===== src/rtl/ex_mem_skid_reg_pkg.sv =====
// Shared constants and the entry record carried across the EX->MEM boundary.
package ex_mem_skid_reg_pkg;
  localparam int DW = 32;
  localparam int RW = 5;
  localparam int CW = 3;

  localparam int CTRL_RW  = 2;
  localparam int CTRL_M2R = 1;
  localparam int CTRL_MW  = 0;

  typedef struct packed {
    logic [CW-1:0] ctrl;
    logic [RW-1:0] wreg;
    logic [DW-1:0] wdata;
    logic [DW-1:0] result;
  } entry_t;

  function automatic logic is_zero(input logic [DW-1:0] v);
    return (v == {DW{1'b0}});
  endfunction
endpackage


===== src/rtl/ex_mem_skid_reg_if.sv =====
// Valid/ready channel carrying one entry_t; used for both the EX and MEM sides.
interface ex_mem_skid_reg_if;
  import ex_mem_skid_reg_pkg::*;

  logic   valid;
  logic   ready;
  entry_t payload;

  modport master (output valid, output payload, input ready);
  modport slave  (input valid, input payload, output ready);
endinterface


===== src/rtl/ex_mem_skid_reg_chk.sv =====
// Occupancy invariant: the skid slot is never occupied while the head is empty.
module ex_mem_skid_reg_chk (
  input logic clk,
  input logic rst_n,
  input logic head_v_i,
  input logic skid_v_i
);
  a_no_skid_only: assert property (@(posedge clk) disable iff (!rst_n) !(skid_v_i && !head_v_i));
endmodule


===== src/rtl/ex_mem_skid_reg_slot.sv =====
// One pipeline slot: valid bit, entry payload and its precomputed zero flag.
module ex_mem_skid_reg_slot
  import ex_mem_skid_reg_pkg::*;
(
  input  logic   clk,
  input  logic   rst_n,
  input  logic   clr_i,
  input  logic   ld_i,
  input  entry_t d_i,
  input  logic   zero_i,
  output logic   valid_o,
  output entry_t q_o,
  output logic   zero_o
);
  logic   valid_q;
  entry_t data_q;
  logic   zero_q;

  // Load wins over clear; the owner never asserts both for a kill.
  always_ff @(posedge clk) begin
    if (!rst_n) begin
      valid_q <= 1'b0;
      data_q  <= '0;
      zero_q  <= 1'b0;
    end else if (ld_i) begin
      valid_q <= 1'b1;
      data_q  <= d_i;
      zero_q  <= zero_i;
    end else if (clr_i) begin
      valid_q <= 1'b0;
    end else begin
      valid_q <= valid_q;
    end
  end

  assign valid_o = valid_q;
  assign q_o     = data_q;
  assign zero_o  = zero_q;
endmodule


===== src/rtl/ex_mem_skid_reg.sv =====
// EX->MEM two-entry skid register with registered ready, zero flag and forwarding lookup.
module ex_mem_skid_reg
  import ex_mem_skid_reg_pkg::*;
(
  input  logic                  clk,
  input  logic                  rst_n,
  input  logic                  flush_i,
  ex_mem_skid_reg_if.slave      ex_if,
  ex_mem_skid_reg_if.master     mem_if,
  output logic                  mem_zero_o,
  input  logic [RW-1:0]         fwd_src_i,
  output logic                  fwd_hit_o,
  output logic [DW-1:0]         fwd_data_o,
  output logic                  fwd_load_haz_o
);
  logic   head_v, skid_v, head_z, skid_z;
  entry_t head_q, skid_q, head_d;
  logic   head_ld, head_clr, skid_ld, skid_clr, head_zd;
  logic   ex_ready_q, ex_ready_d, skid_v_d;
  logic   accept, pop, new_z;
  logic   m_head, m_skid;
  entry_t win;

  assign accept = ex_if.valid & ex_ready_q;
  assign pop    = head_v & mem_if.ready;
  assign new_z  = is_zero(ex_if.payload.result);

  // Slot steering: the skid entry refills the head before any new entry.
  always_comb begin
    head_ld  = 1'b0;
    head_clr = 1'b0;
    skid_ld  = 1'b0;
    skid_clr = 1'b0;
    head_d   = ex_if.payload;
    head_zd  = new_z;
    if (flush_i) begin
      head_clr = 1'b1;
      skid_clr = 1'b1;
    end else if (!head_v || pop) begin
      if (skid_v) begin
        head_ld  = 1'b1;
        head_d   = skid_q;
        head_zd  = skid_z;
        skid_ld  = accept;
        skid_clr = !accept;
      end else begin
        head_ld  = accept;
        head_clr = !accept;
      end
    end else begin
      skid_ld = accept;
    end
  end

  assign skid_v_d   = skid_ld | (skid_v & !skid_clr);
  assign ex_ready_d = !skid_v_d;

  // Ready is a flop so no path exists from mem_ready to ex_ready.
  always_ff @(posedge clk) begin
    if (!rst_n) begin
      ex_ready_q <= 1'b1;
    end else begin
      ex_ready_q <= ex_ready_d;
    end
  end

  ex_mem_skid_reg_slot u_head (
    .clk(clk), .rst_n(rst_n), .clr_i(head_clr), .ld_i(head_ld), .d_i(head_d),
    .zero_i(head_zd), .valid_o(head_v), .q_o(head_q), .zero_o(head_z)
  );

  ex_mem_skid_reg_slot u_skid (
    .clk(clk), .rst_n(rst_n), .clr_i(skid_clr), .ld_i(skid_ld), .d_i(ex_if.payload),
    .zero_i(new_z), .valid_o(skid_v), .q_o(skid_q), .zero_o(skid_z)
  );

  ex_mem_skid_reg_chk u_chk (
    .clk(clk), .rst_n(rst_n), .head_v_i(head_v), .skid_v_i(skid_v)
  );

  assign ex_if.ready    = ex_ready_q;
  assign mem_if.valid   = head_v;
  assign mem_if.payload = head_q;
  assign mem_zero_o     = head_z;

  assign m_head = head_v & head_q.ctrl[CTRL_RW] & (head_q.wreg == fwd_src_i) & (fwd_src_i != {RW{1'b0}});
  assign m_skid = skid_v & skid_q.ctrl[CTRL_RW] & (skid_q.wreg == fwd_src_i) & (fwd_src_i != {RW{1'b0}});

  // The skid entry is younger, so its match takes precedence.
  always_comb begin
    win            = m_skid ? skid_q : head_q;
    fwd_hit_o      = 1'b0;
    fwd_data_o     = {DW{1'b0}};
    fwd_load_haz_o = 1'b0;
    if (m_skid || m_head) begin
      fwd_hit_o      = !win.ctrl[CTRL_M2R];
      fwd_load_haz_o = win.ctrl[CTRL_M2R];
      fwd_data_o     = win.ctrl[CTRL_M2R] ? {DW{1'b0}} : win.result;
    end else begin
      fwd_hit_o = 1'b0;
    end
  end
endmodule


===== src/flat_wrapper.sv =====
// flat-port wrapper written by rule: the top's interface ports become plain ports
module ex_mem_skid_reg_flat import ex_mem_skid_reg_pkg::*;
  (clk, rst_n, flush_i, mem_zero_o, fwd_src_i, fwd_hit_o, fwd_data_o, fwd_load_haz_o, ex_if_valid, ex_if_payload, ex_if_ready, mem_if_valid, mem_if_payload, mem_if_ready);
  ex_mem_skid_reg_if ex_if_i ();
  ex_mem_skid_reg_if mem_if_i ();
  input  logic clk;
  input  logic rst_n;
  input  logic flush_i;
  output logic mem_zero_o;
  input  logic [RW-1:0] fwd_src_i;
  output logic fwd_hit_o;
  output logic [DW-1:0] fwd_data_o;
  output logic fwd_load_haz_o;
  input wire logic [$bits(ex_if_i.valid)-1:0] ex_if_valid;
  input wire logic [$bits(ex_if_i.payload)-1:0] ex_if_payload;
  output wire logic [$bits(ex_if_i.ready)-1:0] ex_if_ready;
  output wire logic [$bits(mem_if_i.valid)-1:0] mem_if_valid;
  output wire logic [$bits(mem_if_i.payload)-1:0] mem_if_payload;
  input wire logic [$bits(mem_if_i.ready)-1:0] mem_if_ready;
  assign ex_if_i.valid = ex_if_valid;
  assign ex_if_i.payload = ex_if_payload;
  assign ex_if_ready = ex_if_i.ready;
  assign mem_if_valid = mem_if_i.valid;
  assign mem_if_payload = mem_if_i.payload;
  assign mem_if_i.ready = mem_if_ready;
  ex_mem_skid_reg u_core (.clk(clk), .rst_n(rst_n), .flush_i(flush_i), .ex_if(ex_if_i), .mem_if(mem_if_i), .mem_zero_o(mem_zero_o), .fwd_src_i(fwd_src_i), .fwd_hit_o(fwd_hit_o), .fwd_data_o(fwd_data_o), .fwd_load_haz_o(fwd_load_haz_o));
endmodule

===== config.mk =====
export PLATFORM = sky130hd
export DESIGN_NAME = ex_mem_skid_reg_flat
export DESIGN_NICKNAME = d
export VERILOG_FILES = /design/src/rtl/ex_mem_skid_reg_pkg.sv /design/src/rtl/ex_mem_skid_reg_if.sv /design/src/rtl/ex_mem_skid_reg_chk.sv /design/src/rtl/ex_mem_skid_reg_slot.sv /design/src/rtl/ex_mem_skid_reg.sv /design/src/flat_wrapper.sv
export SDC_FILE = /design/constraint.sdc
export NUM_CORES = 1
export LEC_CHECK = 0
export ABC_AREA = 1
export BUFFER_PORTS_ARGS = -buffer_cell sky130_fd_sc_hd__buf_2
export CAP_MARGIN = 20
export CORE_MARGIN = 2
export CORE_UTILIZATION = 52
export DETAILED_ROUTE_END_ITERATION = 6
export GPL_TIMING_DRIVEN = 1
export PLACE_DENSITY = 0.88
export SYNTH_ARGS = -nofsm -noshare
export SYNTH_HDL_FRONTEND = slang
export SYNTH_SLANG_ARGS = --single-unit

===== constraint.sdc =====
create_clock -name clk -period 1.48 [get_ports clk]
set_input_delay 0 -clock clk [delete_from_list [all_inputs] [get_ports clk]]
set_output_delay 0 -clock clk [all_outputs]
set_load 0.01 [all_outputs]

==> results.yml <==
outcome:
  outcome: "finished with violations"
  violations: "DRC, setup timing"
final_layout:
  final_layout_size_suffix_gt1_share_pct: 35.74
  nNetsFinal: 1398
  fill_cells: 492
  area_growth_syn_to_layout_pct: 69.77
floorplan:
  start_util_pct: 53.05
  die_y_um: 117.2
  die_width_um: 117.2
  dieArea_um2: 13740
  core_um2: 12570
  rows: 41
  pin_count: 191
worst_setup_path:
  worstSetupStartpointType: "flip-flop"
  path_buf_inv: 3
  worstSetupPathType: "flip-flop to output pin"
  cp_cell_sequence: "inv_1 -> nand2_1 -> nand3_1 -> nor2_1 -> nand3_1 -> nand2_4 -> nand3_4 -> buf_12 -> nor2_2 -> buf_2"
  max_stage_delay_ns: 0.37
  r2r_slack_ns: -0.32
  slowest_stage: "dfxtp_2"
  endpoint_kind: "output pin"
  crit_family: "simple AND/OR/NAND/NOR gates"
  worst_ep_arrival_time_ns: 2.23
  crit_path_max_fanout: 12
  crit_required_ns: 1.48
  path_common_cell: "nand3_1"
global_route:
  use_met1_pct: 35.97
  overflow: 0
  busiest_layer: "met2"
  grt_pass1_vias: 7087
  grtUsageMet2_pct: 55.75
  grt_antenna_before_repair: 2
  met3_usage_pct: 7.055
  grtUsageTotal_pct: 31.43
  grt_pass1_wl_um: 33690
  grt_max_degree: 48
sta:
  skew_ns: 0.008460
  slew_headroom_pct: 67.05
  finalHoldViolCount: 0
  fin_ws_ns: -0.7500
  setup_tns_ns: -44.36
  finalCriticalPeriod_ns: 2.230
  fmax_mhz: 448.4
  rsz0062_at_grt: "yes"
  slew_viol_final: 0
  setup_violations: 180
  tightest_slew_ns: 0.4942
  period_share_pct: 150.7
detailed_routing:
  wl_per_cell_um: 23.22
  dr.pass1.iters: 7
  wl_um: 34900
  drtIter0Drc: 1759
  dr_total_vias: 9587
  drcViolationCount: 8
  viasPerCell: 6.379
  ant_nets: 0
placed_design:
  gp_congestion: 0.9305
  place_ws_ns: -0.09960
  portBuffers: 190
  dpl.hpwl_um: 12620
synthesis:
  ys_seq_area_share_pct: 44.74
  synth_edf_count: 0
  ys_seq_elements: 149
  synth_top_flop_cell: "dfxtp_1"
  yosysWarnings: 0
  async_reset_ff_share_pct: 0
  netlist_area_um2: 6668
  synthCells: 996
  syn_nets: 1078
  yosysUniqueCellTypes: 27
  postSynthAreaPerCell_um2: 6.694
power_and_ir_drop:
  power_density_nw_per_um2: 942.3
  power_leakage_uw: 0.004853
  ir_drop_uv: 907.0
clock_tree:
  cts.clk_slew.worst_paths_ns: 0.06
  clk_path_buf_depth: 2
  htree_levels: 4
  clock_latency_ns: 0.45
  numCtsBuffers: 17
  clock_tree.root_cell: "clkbuf_16"
  cts_tree: "yes"
  cts_sinks: 149
flow_run:
  drv_cap: 0
min_path:
  hold_path.class: "input pin to flip-flop"
logic make-up (layout without fill, tap and decap cells):
family	Yosys count	count (layout)	share of synthesized area (%)
xor gates and xnor gates	1	1	0.1314
other	0	2	0
and+or+nand+nor	493	494	28.56
AOI/OAI and AO/OA	231	231	18.84
DFF	149	149	44.74
buffers and inverters	122	454	7.731
where the power goes:
part	total, µW	internal [µW]	switching (µW)	leakage (µW)
clock	4650	2790	1860	0.000296
combinational	1680	755	923	0.00334
sequential	4330	4180	151	0.00122
Yosys cell counts (2+ instances only):
library cell  count  area [µm²]
a21oi_1          73       365.4
dfxtp_1         149        2983
nand2_1         416        1562
buf_2            22       110.1
nor2_1           65       244.0
inv_2             7       26.28
inv_1            44       165.2
nand3_1           3       15.01
clkbuf_1         39       146.4
buf_4             8       60.06
o21ai_0          82       410.4
nand3_2           2       20.02
a31oi_1          72       450.4
placed cells by master, fill, tap and decap left out, types with 4 or more instances in the layout:
cell           count
a21oi_1           36
a21oi_2           37
a31oi_1           60
a31oi_2            6
a31oi_4            6
buf_12            22
buf_16             4
buf_2            179
buf_4             23
buf_6             36
buf_8              4
clkbuf_16         43
dfxtp_1          140
dfxtp_2            9
dlygate4sd3_1     75
inv_1             35
inv_2             14
nand2_1          373
nand2_2           38
nand2_4            4
nor2_1            46
nor2_2             5
nor2_4            16
o21ai_0           46
o21ai_1           35
worst register-to-register path, delay by kind of cell (launching register included):
| family | cells | cell delay, ns |
|---|---|---|
| buffers and inverters | 5 | 0.57 |
| AO/OA/AOI/OAI | 2 | 0.48 |
| flip-flops | 1 | 0.37 |
| AND/OR/NAND/NOR | 2 | 0.25 |
final cells by class:
class | count | area (µm²) | area share (%)
Timing Repair inverter | 1 | 8.758 | 0.07737
Antenna cell | 2 | 5.005 | 0.04421
Timing Repair Buffer | 369 | 3486 | 30.79
Clock buffer | 21 | 470.5 | 4.156
Inverter | 52 | 226.5 | 2.001
Multi-Input combinational cell | 726 | 3765 | 33.26
Sequential cell | 149 | 2994 | 26.45
Tap cell | 172 | 215.2 | 1.901
Clock inverter | 11 | 148.9 | 1.315
flip-flops by register name, summed over array words and instances (netlist names):
name	flops
u_core.u_head.zero_o	1
u_core.u_head.q_o	72
u_core.u_skid.q_o	72
u_core.u_skid.valid_o	1
u_core.u_skid.zero_o	1
u_core.ex_if.ready	1
u_core.u_head.valid_o	1
metal layers:
metal,wire length [µm],up-vias
li1,-,3870
met1,10720,4207
met2,15780,1093
met3,4731,417
met4,3670,0
met5,0,-
worst paths after layout:
kind / start / end / cells past startpoint
min reg2reg: u_core.u_skid.q_o[34] / u_core.u_skid.q_o[34] / 2
max: u_core.u_head.q_o[64] / fwd_data_o[30] / 10
max reg2reg: u_core.u_head.valid_o / u_core.u_head.q_o[2] / 9
min: ex_if_valid / u_core.u_head.valid_o / 5
what timing repair did:
| action | in CTS | in global routing |
|---|---|---|
| gates cloned | 2 | 42 |
| setup buffers | 12 | 23 |
| hold endpoints to repair | 146 | 0 |
| gates resized for setup | 33 | 229 |
| hold buffers | 75 | 0 |
| setup endpoints to repair | 106 | 180 |
| pin swaps | 17 | 42 |
stage by stage:
step / utilization [%] / hold WS [ns] / instances / total power, µW / cell area (µm²)
after floorplan: - / 0.07847 / 996 / 4872 / 6668
after global placement: 63.25 / 0.2626 / 1321 / 5329 / 7949
after detailed placement: 63.25 / 0.2667 / 1321 / 5351 / 7949
after CTS: 76.02 / 0.1018 / 1442 / 9967 / 9554
after global routing: 90.04 / 0.07568 / 1502 / 10870 / 11320
final: 90.06 / 0.07567 / 1503 / 10670 / 11320
(Power assumes the default switching activity.)
